===== config.mk =====
export PLATFORM = sky130hd
export DESIGN_NAME = cond_flag_unit
export DESIGN_NICKNAME = d
export VERILOG_FILES = /design/src/rtl/cond_flag_pkg.sv /design/src/rtl/cond_flag_unit_cond_eval.sv /design/src/rtl/cond_flag_unit.sv
export SDC_FILE = /design/constraint.sdc
export NUM_CORES = 1
export LEC_CHECK = 0
export BUFFER_PORTS_ARGS = -buffer_cell sky130_fd_sc_hd__buf_2
export CAP_MARGIN = 20
export CORE_AREA = 2 2 55 57
export DETAILED_ROUTE_END_ITERATION = 16
export DIE_AREA = 0 0 57 59
export GPL_TIMING_DRIVEN = 0
export PLACE_DENSITY = 0.81
export RECOVER_POWER = 50
export SKIP_LAST_GASP = 1
export SYNTH_ARGS = -nofsm -noshare
export SYNTH_HDL_FRONTEND = slang
export SYNTH_HIERARCHICAL = 1
export SYNTH_SLANG_ARGS = --single-unit

===== constraint.sdc =====
create_clock -name clk -period 8.6 [get_ports clk]
set_input_delay 1.72 -clock clk [delete_from_list [all_inputs] [get_ports clk]]
set_output_delay 1.72 -clock clk [all_outputs]
set_load 0.02 [all_outputs]

===== src/rtl/cond_flag_pkg.sv =====
// rtl/cond_flag_pkg.sv - shared constants and types for the NZCV flag / condition unit
package cond_flag_pkg;

  // NZCV vector, bit order [3]=N [2]=Z [1]=C [0]=V
  typedef logic [3:0] nzcv_t;

  localparam int FLG_N = 3;
  localparam int FLG_Z = 2;
  localparam int FLG_C = 1;
  localparam int FLG_V = 0;

  localparam logic [3:0] COND_EQ = 4'h0;
  localparam logic [3:0] COND_NE = 4'h1;
  localparam logic [3:0] COND_CS = 4'h2;
  localparam logic [3:0] COND_CC = 4'h3;
  localparam logic [3:0] COND_MI = 4'h4;
  localparam logic [3:0] COND_PL = 4'h5;
  localparam logic [3:0] COND_VS = 4'h6;
  localparam logic [3:0] COND_VC = 4'h7;
  localparam logic [3:0] COND_HI = 4'h8;
  localparam logic [3:0] COND_LS = 4'h9;
  localparam logic [3:0] COND_GE = 4'hA;
  localparam logic [3:0] COND_LT = 4'hB;
  localparam logic [3:0] COND_GT = 4'hC;
  localparam logic [3:0] COND_LE = 4'hD;
  localparam logic [3:0] COND_AL = 4'hE;
  localparam logic [3:0] COND_NV = 4'hF;

endpackage


===== src/rtl/cond_flag_unit_cond_eval.sv =====
// rtl/cond_flag_unit_cond_eval.sv - combinational ARM-style condition code evaluator
module cond_eval
  import cond_flag_pkg::*;
(
  input  logic [3:0] cond_code,
  input  logic [3:0] flags,
  output logic       pass
);

  logic n, z, c, v;

  assign n = flags[FLG_N];
  assign z = flags[FLG_Z];
  assign c = flags[FLG_C];
  assign v = flags[FLG_V];

  // Decode the condition field against the supplied flags
  always_comb begin
    pass = 1'b0;
    case (cond_code)
      COND_EQ: pass = z;
      COND_NE: pass = !z;
      COND_CS: pass = c;
      COND_CC: pass = !c;
      COND_MI: pass = n;
      COND_PL: pass = !n;
      COND_VS: pass = v;
      COND_VC: pass = !v;
      COND_HI: pass = c && !z;
      COND_LS: pass = !c || z;
      COND_GE: pass = (n == v);
      COND_LT: pass = (n != v);
      COND_GT: pass = !z && (n == v);
      COND_LE: pass = z || (n != v);
      COND_AL: pass = 1'b1;
      default: pass = 1'b0;
    endcase
  end

endmodule


===== src/rtl/cond_flag_unit.sv =====
// rtl/cond_flag_unit.sv - NZCV flag register, shadow copy, condition evaluation and squash counter
module cond_flag_unit
  import cond_flag_pkg::*;
#(
  parameter int CNT_W = 16
) (
  input  logic             clk,
  input  logic             rst_n,
  input  logic             upd_valid,
  input  logic             upd_s,
  input  logic [3:0]       new_flag,
  output logic [3:0]       flag_out,
  input  logic             save_req,
  input  logic             restore_req,
  input  logic             cond_valid,
  input  logic [3:0]       cond_code,
  output logic             cond_ready,
  output logic             res_valid,
  output logic             res_pass,
  input  logic             res_ready,
  output logic [CNT_W-1:0] squash_cnt,
  output logic [3:0]       shadow_out
);

  nzcv_t flag_q;
  nzcv_t shadow_q;
  nzcv_t eff;
  logic  pass;
  logic  accept;

  // Effective flags: restore beats a retiring update, which beats the held value
  always_comb begin
    eff = flag_q;
    if (restore_req) begin
      eff = shadow_q;
    end else if (upd_valid && upd_s) begin
      eff = new_flag;
    end
  end

  cond_eval u_cond_eval (
    .cond_code (cond_code),
    .flags     (eff),
    .pass      (pass)
  );

  assign cond_ready = !res_valid || res_ready;
  assign accept     = cond_valid && cond_ready;

  // Architectural flags follow the effective value every cycle
  always_ff @(posedge clk or negedge rst_n) begin
    if (!rst_n) begin
      flag_q <= '0;
    end else begin
      flag_q <= eff;
    end
  end

  // Shadow capture; a simultaneous restore leaves the shadow untouched
  always_ff @(posedge clk or negedge rst_n) begin
    if (!rst_n) begin
      shadow_q <= '0;
    end else if (save_req && !restore_req) begin
      shadow_q <= eff;
    end
  end

  // One-entry result register; holds while the consumer stalls
  always_ff @(posedge clk or negedge rst_n) begin
    if (!rst_n) begin
      res_valid <= 1'b0;
      res_pass  <= 1'b0;
    end else if (accept) begin
      res_valid <= 1'b1;
      res_pass  <= pass;
    end else if (res_ready) begin
      res_valid <= 1'b0;
    end
  end

  // Saturating count of squashed instructions
  always_ff @(posedge clk or negedge rst_n) begin
    if (!rst_n) begin
      squash_cnt <= '0;
    end else if (accept && !pass && (squash_cnt != {CNT_W{1'b1}})) begin
      squash_cnt <= squash_cnt + 1'b1;
    end
  end

  assign flag_out   = flag_q;
  assign shadow_out = shadow_q;

endmodule


Yosys cells after proc, flatten, opt, wreduce, memory -nomap -nowiden
Cells that the tools add are included.

storage, ports and cells
  word-level logic and storage cells = 47
  register bits = 26
  bits of input ports = 16
  output and inout bits = 27

cells by class
  mux-type cells = 5
  equality and inequality tests = 17
  add/sub/neg operators = 1
  reduce and logical (&&, ||, !) cells = 19

operators by type and width
  operator               count
  $eq 4x4->1 const B     7
  $add 16x1->16 const B  1
  $eq 4x3->1 const B     4
  $ne 16x16->1 const B   1
  $pmux 1 s15            1
  $eq 4x2->1 const B     2
  $mux 4                 2
  $logic_and 1x1->1      7
  $logic_not 1->1        7
  $eq 4x1->1 const B     1
  $logic_not 4->1        1
  $logic_or 1x1->1       3
  $mux 1                 2
  $reduce_bool 2->1      1
  $eq 1x1->1             1
  $ne 1x1->1             1

Depth between registers and ports, before layout
Gate-level depths: netlist of run 1.

  word-level depth = 9
  gate-level depth with buffers = 12
  depth with buffers taken out = 11

Modules after synthesis
The synthesis of run 1 kept the hierarchy.

by module, submodules not included
  module          area an instance (µm²)  sequential area each (µm²)  times used  cells an instance
  cond_flag_unit  1239.9                  650.6                       1           101
  cond_eval       193.9                   0.0                         1           28

Least setup slack after synthesis of run 1
Ideal clock, no wire load.

  path type = input -> register
  from = in upd_valid
  to = reg squash_cnt[15]
  required time = 8520 ps
  setup time = 80 ps
  slack = 4150 ps
  arrival = 4370 ps
  cell stages on the path = 12
  cell sequence = nand2_1 -> mux2_2 -> mux2_2 -> xnor2_2 -> o22ai_1 -> a211o_1 -> a211o_1 -> nand2b_1 -> or3_1 -> buf_2 -> nor4_1 -> xor2_1

on the way
  longest elaborated chain between the ends = 9
  elaborated cells on any way between the ends = 17
  classes of those cells = 2 x eq/ne; 3 x mux; 12 x reduce/logical

RTL lines
  item                                                          RTL line                                                        text
  start, declared                                               cond_flag_unit.sv:9                                             input logic upd_valid,
  $logic_and 1x1->1 *                                           cond_flag_unit.sv:36                                            end else if (upd_valid && upd_s) begin
  $mux 4 *                                                      cond_flag_unit.sv:36
  $mux 4 *                                                      cond_flag_unit.sv:34                                            if (restore_req) begin
  via eff[3]                                                    cond_flag_unit.sv:27                                            nzcv_t eff;
  $ne 1x1->1 / $eq 1x1->1 (equally long branches)               -
  $logic_or 1x1->1 / $logic_and 1x1->1 (equally long branches)  cond_flag_unit_cond_eval.sv:34, cond_flag_unit_cond_eval.sv:33
  $pmux 1 s15 *                                                 cond_flag_unit_cond_eval.sv:20                                  case (cond_code)
  via pass                                                      cond_flag_unit.sv:28                                            logic pass;
  $logic_not 1->1 *                                             cond_flag_unit.sv:85                                            end else if (accept && !pass && (squash_cnt != {CNT_W{1'b1}})) begin
  $logic_and 1x1->1 * (2 in series)                             cond_flag_unit.sv:85
  end signal, assigned                                          cond_flag_unit.sv:86                                            squash_cnt <= squash_cnt + 1'b1;
  end, declared                                                 cond_flag_unit.sv:21                                            output logic [CNT_W-1:0] squash_cnt,

Mark *: on every way through the listed nets, which the timed path passes. The rest lies on a longest branch.
A chain may end at the register's enable or synchronous reset.

Final worst setup path of run 1
Ends and elaborated chain as after synthesis.

==> results.md, run 1 <==
• **final setup violation count** 0
• **residual DRC count** 0
• **pre-CTS worst setup slack** 3814 ps
• **number of max-slew violations in the final report** 0
• **crit path DAT** 4780 ps
• **worst voltage drop across the vdd grid** 148.4 uV
• **input/output buffers** 40
• **critical path's top delay family** simple AND/OR/NAND/NOR gates
• **Critical Path End Type** flip-flop
• **depth of the CTS H-tree** 1
• **Clock Latency Late Sink** 310 ps
• **pin count of the biggest net entering global routing** 27
• **cell accounting for the most synthesized area** dfrtp_1
• **post-route worst setup slack** 4060 ps
• **detailed-placement wirelength estimate** 2204 um
• **via count** 1,156
• **number of distinct library cell variants in the gate-level netlist after synthesis** 38
• **synth top area cells** dfrtp_1 (45%), mux2_2 (9.4%), xor2_1 (8.6%)
• **Post-CTS Hold Fix Bufs** 0
• **synthesized-area fraction occupied by and/or/nand/nor cells** 0.2365
• **worst-path cell chain** buf_2 > nand2_1 > mux2_2 > mux2_1 > xnor2_2 > o22ai_1 > a211o_1 > a211o_1 > nand2b_1 > or3_1 > buf_2 > nor4_1 > xor2_1
• **number of buffer and inverter stages on the critical path** 2
• **transition time at the pin with the least slew margin** 1328 ps
• **fraction of layout instances using a drive strength above 1** 0.3256
• **fin crit period** 4540 ps
• **clk slew on worst S/H paths** 120 ps
• **first-pass GRT wire length** 4733 um
• **post-place instance area** 0.001673 mm^2
• **maximum capacitance violations** 0
• **CTS max path bufs** 2
• **global route total overflow** 0
• **share of the clock period used by the worst path** 0.5279
• **row cnt** 19
• **logic depth of the worst path, buffers included** 13
• **kind of start point of the critical path** input pin
• **worst relative slew slack** 0.1144
• **final total negative setup slack** 0 ps
• **total global routing track utilization** 0.1791
• **number of instances in the synthesized netlist** 129
• **Non-Filler Instances** 203
• **detailed-route vias per instance** 5.695
• **final weighted congestion in routability-driven placement** 0.7508
• **core utilization of the finished layout** 0.6233
• **area growth from synthesis to layout** 17.80%
• **DR iter-0 viols** 17
• **number of cells traversed by the worst hold path** 1
• **master cell of the clock root buffer** clkbuf_4
• **TritonCTS clock tree** done
• **number of routed nets with antenna violations** 0
• **kind of critical path** in2reg
• **mapped cell area** 0.001434 mm^2
• **class of the tightest hold or removal check** reg2reg
• **FFs w/ async S/R, synth** 1.000
• **die extent in y** 59 um
• **total power density per cell area** 245.0 mW/mm^2
• **Worst Path Max Fanout** 6
• **Resize count post-CTS** 0
• **# clock sinks** 26
• **initial antenna violation count** 0
• **floorplan die area** 0.003363 mm^2
• **Post-Route Skew** 5.046 ps
• **Final Routed Wirelength** 2820 um
• **post-synthesis adder-cell area fraction** 0.008726
• **mean post-synth cell area** 11.12 um^2
• **proportion of synthesized chip area in sequential cells** 0.4538
• **unrepaired setup endpoints after global routing** false
• **Initial Util** 0.5291
• **final instance area** 0.001689 mm^2
• **number of nets at the end of the flow** 191
• **Post-synth EDFFs** 0
• **proportion of netlist area held by the largest area contributor** 0.4538
• **core region area** 0.002710 mm^2
• **run status** finished clean
• **xor/xnor share of the synthesized area** 0.1091
• **number of hold violations in the final report** 0
• **dominant combinational cell family by area after synthesis** simple AND/OR/NAND/NOR gates
• **drt pass-1 iters** 4
• **CTS buffer count** 3
• **predominant post-synthesis flop cell** dfrtp_1
• **width of the chip** 57 um
• **delay of the slowest critical-path stage** 390 ps
• **vias in the first global route** 1,067
• **number of nets produced by synthesis** 146
• **Placed Instances** 200
• **post-DR wirelength/cell** 13.89 um
• **Critical Path Slowest Stage Cell** mux2_1
• **LEAKAGE** 0.8140 nW
• **FF+latch count, synth** 26
• **proportion of synthesized area in mux cells** 0.1152
• **number of diodes added for antenna fixing** 0
• **post-synthesis compound-gate area fraction** 0.06457
• **number of top-level design ports** 43
• **list of most frequent post-synthesis cells** dfrtp_1 (26), xor2_1 (14), mux2_2 (12)
• **leading cell type by number of instances after synthesis** dfrtp_1
• **buffers inserted by post-CTS timing repair** 0
• **Yosys warning count** 6
• **Highest Clock Rate** 220.3 MHz
• **worst reg2reg path depth** 11
• **Worst Path Required** 8840 ps
worst reg2reg max path, stage by stage, from the launching register on:
cell,delay [ps]
dfrtp_1,390
mux2_2,270
mux2_1,390
xnor2_2,250
o22ai_1,130
a211o_1,300
a211o_1,270
nand2b_1,160
or3_1,330
buf_2,170
nor4_1,290
xor2_1,170
cells in the final DEF (no fill, tap or decap), types with 2 or more instances in the layout:
cell type and instances:
a211o_1 2, xor2_1 14, mux2_2 8, nor2_1 2, nor2b_1 3, nand3_1 2, nor3_1 8, nor3b_1 3
nor4_1 5, clkbuf_1 6, mux2_4 2, or3_1 2, buf_2 37, nand4_2 2, clkbuf_4 3, nand4_1 4
nand2b_1 5, a21oi_1 5, xnor2_1 2, mux2_1 4, o211ai_1 2, dfrtp_1 26, nand2_1 8
area by class of cell:
| type | instances | area, um^2 |
|---|---|---|
| fill | 239 | 1021 |
| multi-input combinational | 99 | 765.7 |
| sequential | 26 | 650.6 |
| timing repair buffer | 40 | 193.9 |
| tap | 31 | 38.79 |
| clock buffer | 3 | 22.52 |
| buffer | 3 | 13.76 |
| inverter | 1 | 3.754 |
final timing paths:
kind / start / end / slack, ps
setup / recovery: upd_valid / squash_cnt[15]$_DFFE_PN0P_ / 4060
hold / removal: squash_cnt[15]$_DFFE_PN0P_ / squash_cnt[15]$_DFFE_PN0P_ / 520
setup reg to reg: flag_out[3]$_DFF_PN0_ / squash_cnt[15]$_DFFE_PN0P_ / 5420
hold reg to reg: squash_cnt[15]$_DFFE_PN0P_ / squash_cnt[15]$_DFFE_PN0P_ / 520
max in group asynchronous: rst_n / squash_cnt[9]$_DFFE_PN0P_ / 6150
min in group asynchronous: rst_n / shadow_out[0]$_DFFE_PN0P_ / 1670
kinds of logic (layout without fill, tap and decap cells):
logic type | Yosys count | in the layout
mux | 14 | 14
fa+ha+maj | 1 | 1
simple gates | 53 | 53
buf+inv | 4 | 47
flops | 26 | 26
compound gates | 14 | 14
xor+xnor | 17 | 17
through the flow:
stage	hold slack (ps)	power, mW
after CTS	519.8	0.4220
after floorplan	610.5	0.3130
after detailed placement	501.9	0.3724
after global routing	552.8	0.4421
after global placement	492.4	0.3639
final	516.7	0.4138
report_power, final:
part,internal [mW],switching [mW]
sequential,0.155,0.0350
combinational,0.0730,0.101
clock,0.0164,0.0328
total,0.245,0.169
sequential cells by signal (all words and copies together) (netlist names):
register    cells
flag_out        4
res_valid       1
res_pass        1
shadow_out      4
squash_cnt     16
per-layer routing:
metal,vias to the layer above,share of wire,global-route usage
met3,2,0.056,0.02183
met4,0,0.0053,0.05980
met2,36,0.54,0.3350
met5,-,0,0
met1,553,0.40,0.2137
li1,565,-,-
(Power assumes the default switching activity.)
==> inputs of run 2 (changes only) <==
- ABC_AREA: not set -> 1
- CORE_AREA: 2 2 55 57 -> 2 2 63 65
- DIE_AREA: 0 0 57 59 -> 0 0 65 67
- PLACE_DENSITY: 0.81 -> 0.74
- clock period: 8.6 -> 3.85 ns (I/O delays scaled with it)
==> results.md, run 2 <==
• **global route total overflow** 0
• **cell accounting for the most synthesized area** dfrtp_1
• **drt pass-1 iters** 4
• **width of the chip** 65 um
• **register name with the most flops** squash_cnt
• **Highest Clock Rate** 347.7 MHz
• **pre-CTS worst setup slack** 642.7 ps
• **number of distinct library cell variants in the gate-level netlist after synthesis** 26
• **Non-Filler Instances** 338
• **residual DRC count** 0
• **final weighted congestion in routability-driven placement** 0.8026
• **fin crit period** 2876 ps
• **clk slew on worst S/H paths** 90 ps
• **proportion of netlist area held by the largest area contributor** 0.3812
• **mean post-synth cell area** 6.966 um^2
• **vias in the first global route** 1,554
• **number of nets produced by synthesis** 262
• **FF+latch count, synth** 26
• **unrepaired setup endpoints after global routing** false
• **list of most frequent post-synthesis cells** nand2_1 (93), dfrtp_1 (26), inv_1 (24)
• **number of nets at the end of the flow** 308
• **crit path DAT** 3100 ps
• **class of the tightest hold or removal check** reg2reg
• **total global routing track utilization** 0.1936
• **leading cell type by number of instances after synthesis** nand2_1
• **core utilization of the finished layout** 0.5597
• **Critical Path End Type** flip-flop
• **proportion of synthesized chip area in sequential cells** 0.3812
• **LEAKAGE** 1.019 nW
• **Clock Latency Late Sink** 270 ps
• **Resize count post-CTS** 0
• **depth of the CTS H-tree** 1
• **number of top-level design ports** 43
• **final setup violation count** 0
• **synth top area cells** dfrtp_1 (38%), nand2_1 (20%), nand3_1 (5.9%)
• **commonest non-fill, non-tap cell in the layout** nand2_1
• **Max Used Layer** met4
• **worst hold slack** 504.7 ps
• **core region area** 0.003606 mm^2
• **final total negative setup slack** 0 ps
• **Post-synth EDFFs** 0
• **initial antenna violation count** 0
• **# clock sinks** 26
• **FFs w/ async S/R, synth** 1.000
• **detailed-routing wirelength on met1** 1718 um
• **combined flip-flop and latch cell area** 650.6 um^2
• **buffers inserted by post-CTS timing repair** 0
• **xor/xnor share of the synthesized area** 0.02566
• **commonest cells after routing, fill and taps aside** nand2_1 (93), buf_2 (34), dfrtp_1 (26)
• **detailed-route vias per instance** 4.902
• **number of routed nets with antenna violations** 0
• **WL met3** 164 um
• **kind of critical path** in2reg
• **worst relative slew slack** 0.06710
• **first-pass GRT wire length** 6686 um
• **detailed-placement wirelength estimate** 2897 um
• **pin count of the biggest net entering global routing** 27
• **Yosys warning count** 6
• **post-synthesis adder-cell area fraction** 0.007331
• **number of instances in the synthesized netlist** 245
• **share of the clock period used by the worst path** 0.7471
• **dominant combinational cell family by area after synthesis** simple AND/OR/NAND/NOR gates
• **mapped cell area** 0.001707 mm^2
• **master cell of the clock root buffer** clkbuf_8
• **floorplan die area** 0.004355 mm^2
• **Worst Path Max Fanout** 10
• **post-route worst setup slack** 973.7 ps
• **row cnt** 22
• **kind of start point of the critical path** input pin
• **post-DR wirelength/cell** 11.00 um
• **Largest register FFs** 16
• **transition time at the pin with the least slew margin** 1399 ps
• **number of diodes added for antenna fixing** 0
• **Post-Route Skew** 1.196 ps
• **Placed Instances** 334
• **Worst Path Required** 4070 ps
• **total power density per cell area** 509.9 mW/mm^2
• **TritonCTS clock tree** done
• **Initial Util** 0.4733
• **number of max-slew violations in the final report** 0
• **CTS max path bufs** 2
• **area growth from synthesis to layout** 18.26%
• **fraction of layout instances using a drive strength above 1** 0.2069
• **CTS buffer count** 3
• **maximum capacitance violations** 0
• **synthesized-area fraction occupied by and/or/nand/nor cells** 0.4128
• **via count** 1,657
• **die extent in y** 67 um
• **number of hold violations in the final report** 0
• **run status** finished clean
• **post-synthesis compound-gate area fraction** 0.07258
• **worst voltage drop across the vdd grid** 221.7 uV
• **predominant post-synthesis flop cell** dfrtp_1
• **DR iter-0 viols** 136
• **multi-input gate area in the final layout** 924.6 um^2
• **fillers** 357
• **proportion of synthesized area in mux cells** 0.02346
• **Post-CTS Hold Fix Bufs** 0
• **input/output buffers** 41
• **Final Routed Wirelength** 3718 um
• **metal2 WL** 1794 um
run 2: final timing paths:
| kind | slack [ps] | from | endpoint | cells past startpoint |
|---|---|---|---|---|
| setup / recovery | 970 | upd_valid | squash_cnt[13]$_DFFE_PN0P_ | 17 |
| setup reg to reg | 1410 | flag_out[3]$_DFF_PN0_ | squash_cnt[13]$_DFFE_PN0P_ | 15 |
| hold / removal | 500 | res_pass$_DFFE_PN0P_ | res_pass$_DFFE_PN0P_ | 2 |
| min in group asynchronous | 800 | rst_n | squash_cnt[7]$_DFFE_PN0P_ | 1 |
| max in group asynchronous | 2240 | rst_n | squash_cnt[8]$_DFFE_PN0P_ | 1 |
| hold reg to reg | 500 | res_pass$_DFFE_PN0P_ | res_pass$_DFFE_PN0P_ | 2 |
run 2: cell type report:
class | instances | share of cell area
Buffer | 3 | 0.01488
Clock buffer | 4 | 0.02728
Inverter | 27 | 0.05022
Multi-Input combinational cell | 189 | 0.4582
Sequential cell | 26 | 0.3224
Tap cell | 48 | 0.02976
Timing Repair Buffer | 41 | 0.09733
run 2: logic make-up after synthesis:
group / Yosys count
AND/OR/NAND/NOR: 158
buffers and inverters: 30
flip-flops: 26
AO/OA/AOI/OAI: 21
XOR/XNOR: 5
multiplexers: 4
adder cells (fa/ha/maj): 1
run 2: per-stage QoR:
step | instance area [um^2] | total power [mW]
2_1_floorplan | 1707 | 0.7140
5_1_grt | 2018 | 1.111
3_5_place_dp | 1972 | 0.8578
4_1_cts | 2027 | 1.039
6_report | 2018 | 1.029
3_3_place_gp | 1972 | 0.8462
run 2: where the power goes:
group | total, mW | switching [mW] | internal, mW
combinational | 0.411 | 0.267 | 0.144
clock | 0.183 | 0.0913 | 0.0916
sequential | 0.435 | 0.0925 | 0.342
run 2: metal layers:
layer	GRT usage	up-vias
li1	-	866
met1	0.2384	740
met2	0.3557	42
met5	0	-
met3	0.03209	9
met4	0.03723	0
run 2: critical path: stages:
cell and delay (ps):
buf_2 90, nand2_1 190, mux2i_1 130, o21ai_0 490, inv_1 170, nand2_1 90, nand3_1 80, nand2_1 100
nand2_2 50, nor2_1 90, nand2_1 50, inv_1 60, nand3_1 160, nor2_4 260, buf_8 190, nand2_1 60
nand2_1 50
==> inputs of run 3 (changes only) <==
- ABC_AREA: 1 -> 0
- CORE_AREA: 2 2 63 65 -> 2 2 59 61
- DIE_AREA: 0 0 65 67 -> 0 0 61 63
- clock period: 3.85 -> 2.31 ns (I/O delays scaled with it)
==> results.md, run 3 (synthesis gave the netlist of run 1 again) <==
• **class of the tightest hold or removal check** in2reg
• **width of the chip** 61 um
• **input/output buffers** 40
• **Largest register FFs** 16
• **final setup violation count** 17
• **row cnt** 21
• **fraction of power spent switching nets** 0.4114
• **kind of start point of the critical path** input pin
• **kind of critical path** in2reg
• **CTS max path bufs** 2
• **transition time at the pin with the least slew margin** 1401 ps
• **run status** finished with violations
• **post-route worst setup slack** -588.1 ps
• **number of nets at the end of the flow** 201
• **master cell of the clock root buffer** clkbuf_4
• **final total negative setup slack** -8186 ps
• **Highest Clock Rate** 345.1 MHz
• **total power density per cell area** 863.9 mW/mm^2
• **die extent in y** 63 um
• **share of total power in the clock network** 0.111
• **Clock Latency Late Sink** 320 ps
• **pre-CTS worst setup slack** -961.1 ps
• **number of max-slew violations in the final report** 0
• **Critical Path End Type** flip-flop
• **detailed-placement wirelength estimate** 2314 um
• **crit path DAT** 3150 ps
• **number of top-level design ports** 43
• **first-pass GRT wire length** 5416 um
• **pin count of the biggest net entering global routing** 27
• **Placed Instances** 215
• **number of hold violations in the final report** 0
• **commonest cells after routing, fill and taps aside** buf_2 (40), dfrtp_1 (26), xor2_1 (14)
• **Non-Filler Instances** 228
• **maximum capacitance violations** 0
• **residual DRC count** 0
• **relative contribution of sequential cells to total power** 0.405
• **clk slew on worst S/H paths** 140 ps
• **total global routing track utilization** 0.1829
• **DR iter-0 viols** 23
• **worst voltage drop across the vdd grid** 620.0 uV
• **fin crit period** 2898 ps
• **fraction of layout instances using a drive strength above 1** 0.5220
• **drt pass-1 iters** 4
• **unrepaired setup endpoints after global routing** true
• **vias in the first global route** 1,218
• **via count** 1,238
• **core region area** 0.003232 mm^2
• **commonest non-fill, non-tap cell in the layout** buf_2
• **Initial Util** 0.4437
• **violations in the final reports** negative setup slack
• **number of routed nets with antenna violations** 0
• **post-DR wirelength/cell** 14.90 um
• **R2R setup slack** -590 ps
• **LEAKAGE** 0.9447 nW
• **initial antenna violation count** 0
• **part of the total power dissipated in combinational logic** 0.484
• **final weighted congestion in routability-driven placement** 0.6742
• **CTS buffer count** 3
• **global route total overflow** 0
• **Internal** 1.034 mW
• **share of the clock period used by the worst path** 1.255
• **Worst Path Max Fanout** 6
• **Final Routed Wirelength** 3397 um
• **Post-Route Skew** 5.263 ps
• **area growth from synthesis to layout** 41.80%
• **# clock sinks** 26
• **switching component of the power** 0.7226 mW
• **register name with the most flops** squash_cnt
• **Worst Path Required** 2570 ps
• **TritonCTS clock tree** done
• **number of diodes added for antenna fixing** 0
• **depth of the CTS H-tree** 1
• **worst relative slew slack** 0.06620
• **floorplan die area** 0.003843 mm^2
• **detailed-route vias per instance** 5.430
• **fillers** 282
-- run 3: cell count changes in the layout (fill, tap and decap cells not counted), sizes merged, moves of 12 or more --
cell and delta:
nand3 -18, o21ai -18, xor2 +12, inv -24
buf +15, nor2 -25, mux2 +14, nand2 -92
-- run 3: final cells by class --
cell class | count | area, um^2 | share of cell area
clock buffers | 3 | 22.52 | 0.01108
multi-input cells | 99 | 997.2 | 0.4905
well taps | 46 | 57.56 | 0.02831
plain buffers | 2 | 8.758 | 0.004308
inverters | 1 | 3.754 | 0.001846
flip-flops and latches | 26 | 650.6 | 0.3200
repair buffers | 51 | 292.8 | 0.1440
-- run 3: final timing paths --
| check | to | startpoint | cells past startpoint |
|---|---|---|---|
| max | squash_cnt[15]$_DFFE_PN0P_ | upd_valid | 12 |
| min | res_valid$_DFFE_PN0P_ | cond_valid | 2 |
| max reg2reg | squash_cnt[15]$_DFFE_PN0P_ | flag_out[0]$_DFF_PN0_ | 10 |
| min reg2reg | squash_cnt[15]$_DFFE_PN0P_ | squash_cnt[15]$_DFFE_PN0P_ | 1 |
| max in group asynchronous | squash_cnt[12]$_DFFE_PN0P_ | rst_n | 1 |
| min in group asynchronous | squash_cnt[4]$_DFFE_PN0P_ | rst_n | 1 |
-- run 3: critical path, cell delays in order --
cell,delay [ps]
buf_2,130
nand2_8,80
mux2_4,300
mux2_4,310
xnor2_4,210
o22ai_2,100
a211o_1,260
a211o_1,330
nand2b_4,150
or3_4,410
nor4_4,240
xor2_1,150
-- run 3: what timing repair did --
item | CTS | global route
hold buffers | 0 | 0
gates resized for setup | 12 | 9
buffers inserted | 10 | 2
endpoints found under the setup margin | 16 | 17
pin swaps | 12 | 10
-- run 3: through the flow --
step	power, mW	util	instance area (um^2)	hold WS [ps]
3_3_place_gp	1.407	0.5610	1813	485.8
5_1_grt	1.860	0.6291	2033	400.5
4_1_cts	1.734	0.6140	1984	142.5
3_5_place_dp	1.437	0.5610	1813	506.3
6_report	1.756	0.6291	2033	408.2
2_1_floorplan	1.208	-	1555	166.4
-- run 3: metal layers --
metal,global-route usage,wire [um]
met1,0.2361,1396
met2,0.3145,1779
met3,0.01863,170
met4,0.05435,51
met5,0,0
-- run 3: power groups by stage --
stage / logic (mW) / registers, mW / clock network [mW]
floorplan: 0.349 / 0.859 / 0
global placement: 0.701 / 0.706 / 0
detailed placement: 0.718 / 0.719 / 0
CTS: 0.823 / 0.711 / 0.200
global route: 0.911 / 0.731 / 0.218
finish: 0.850 / 0.711 / 0.195
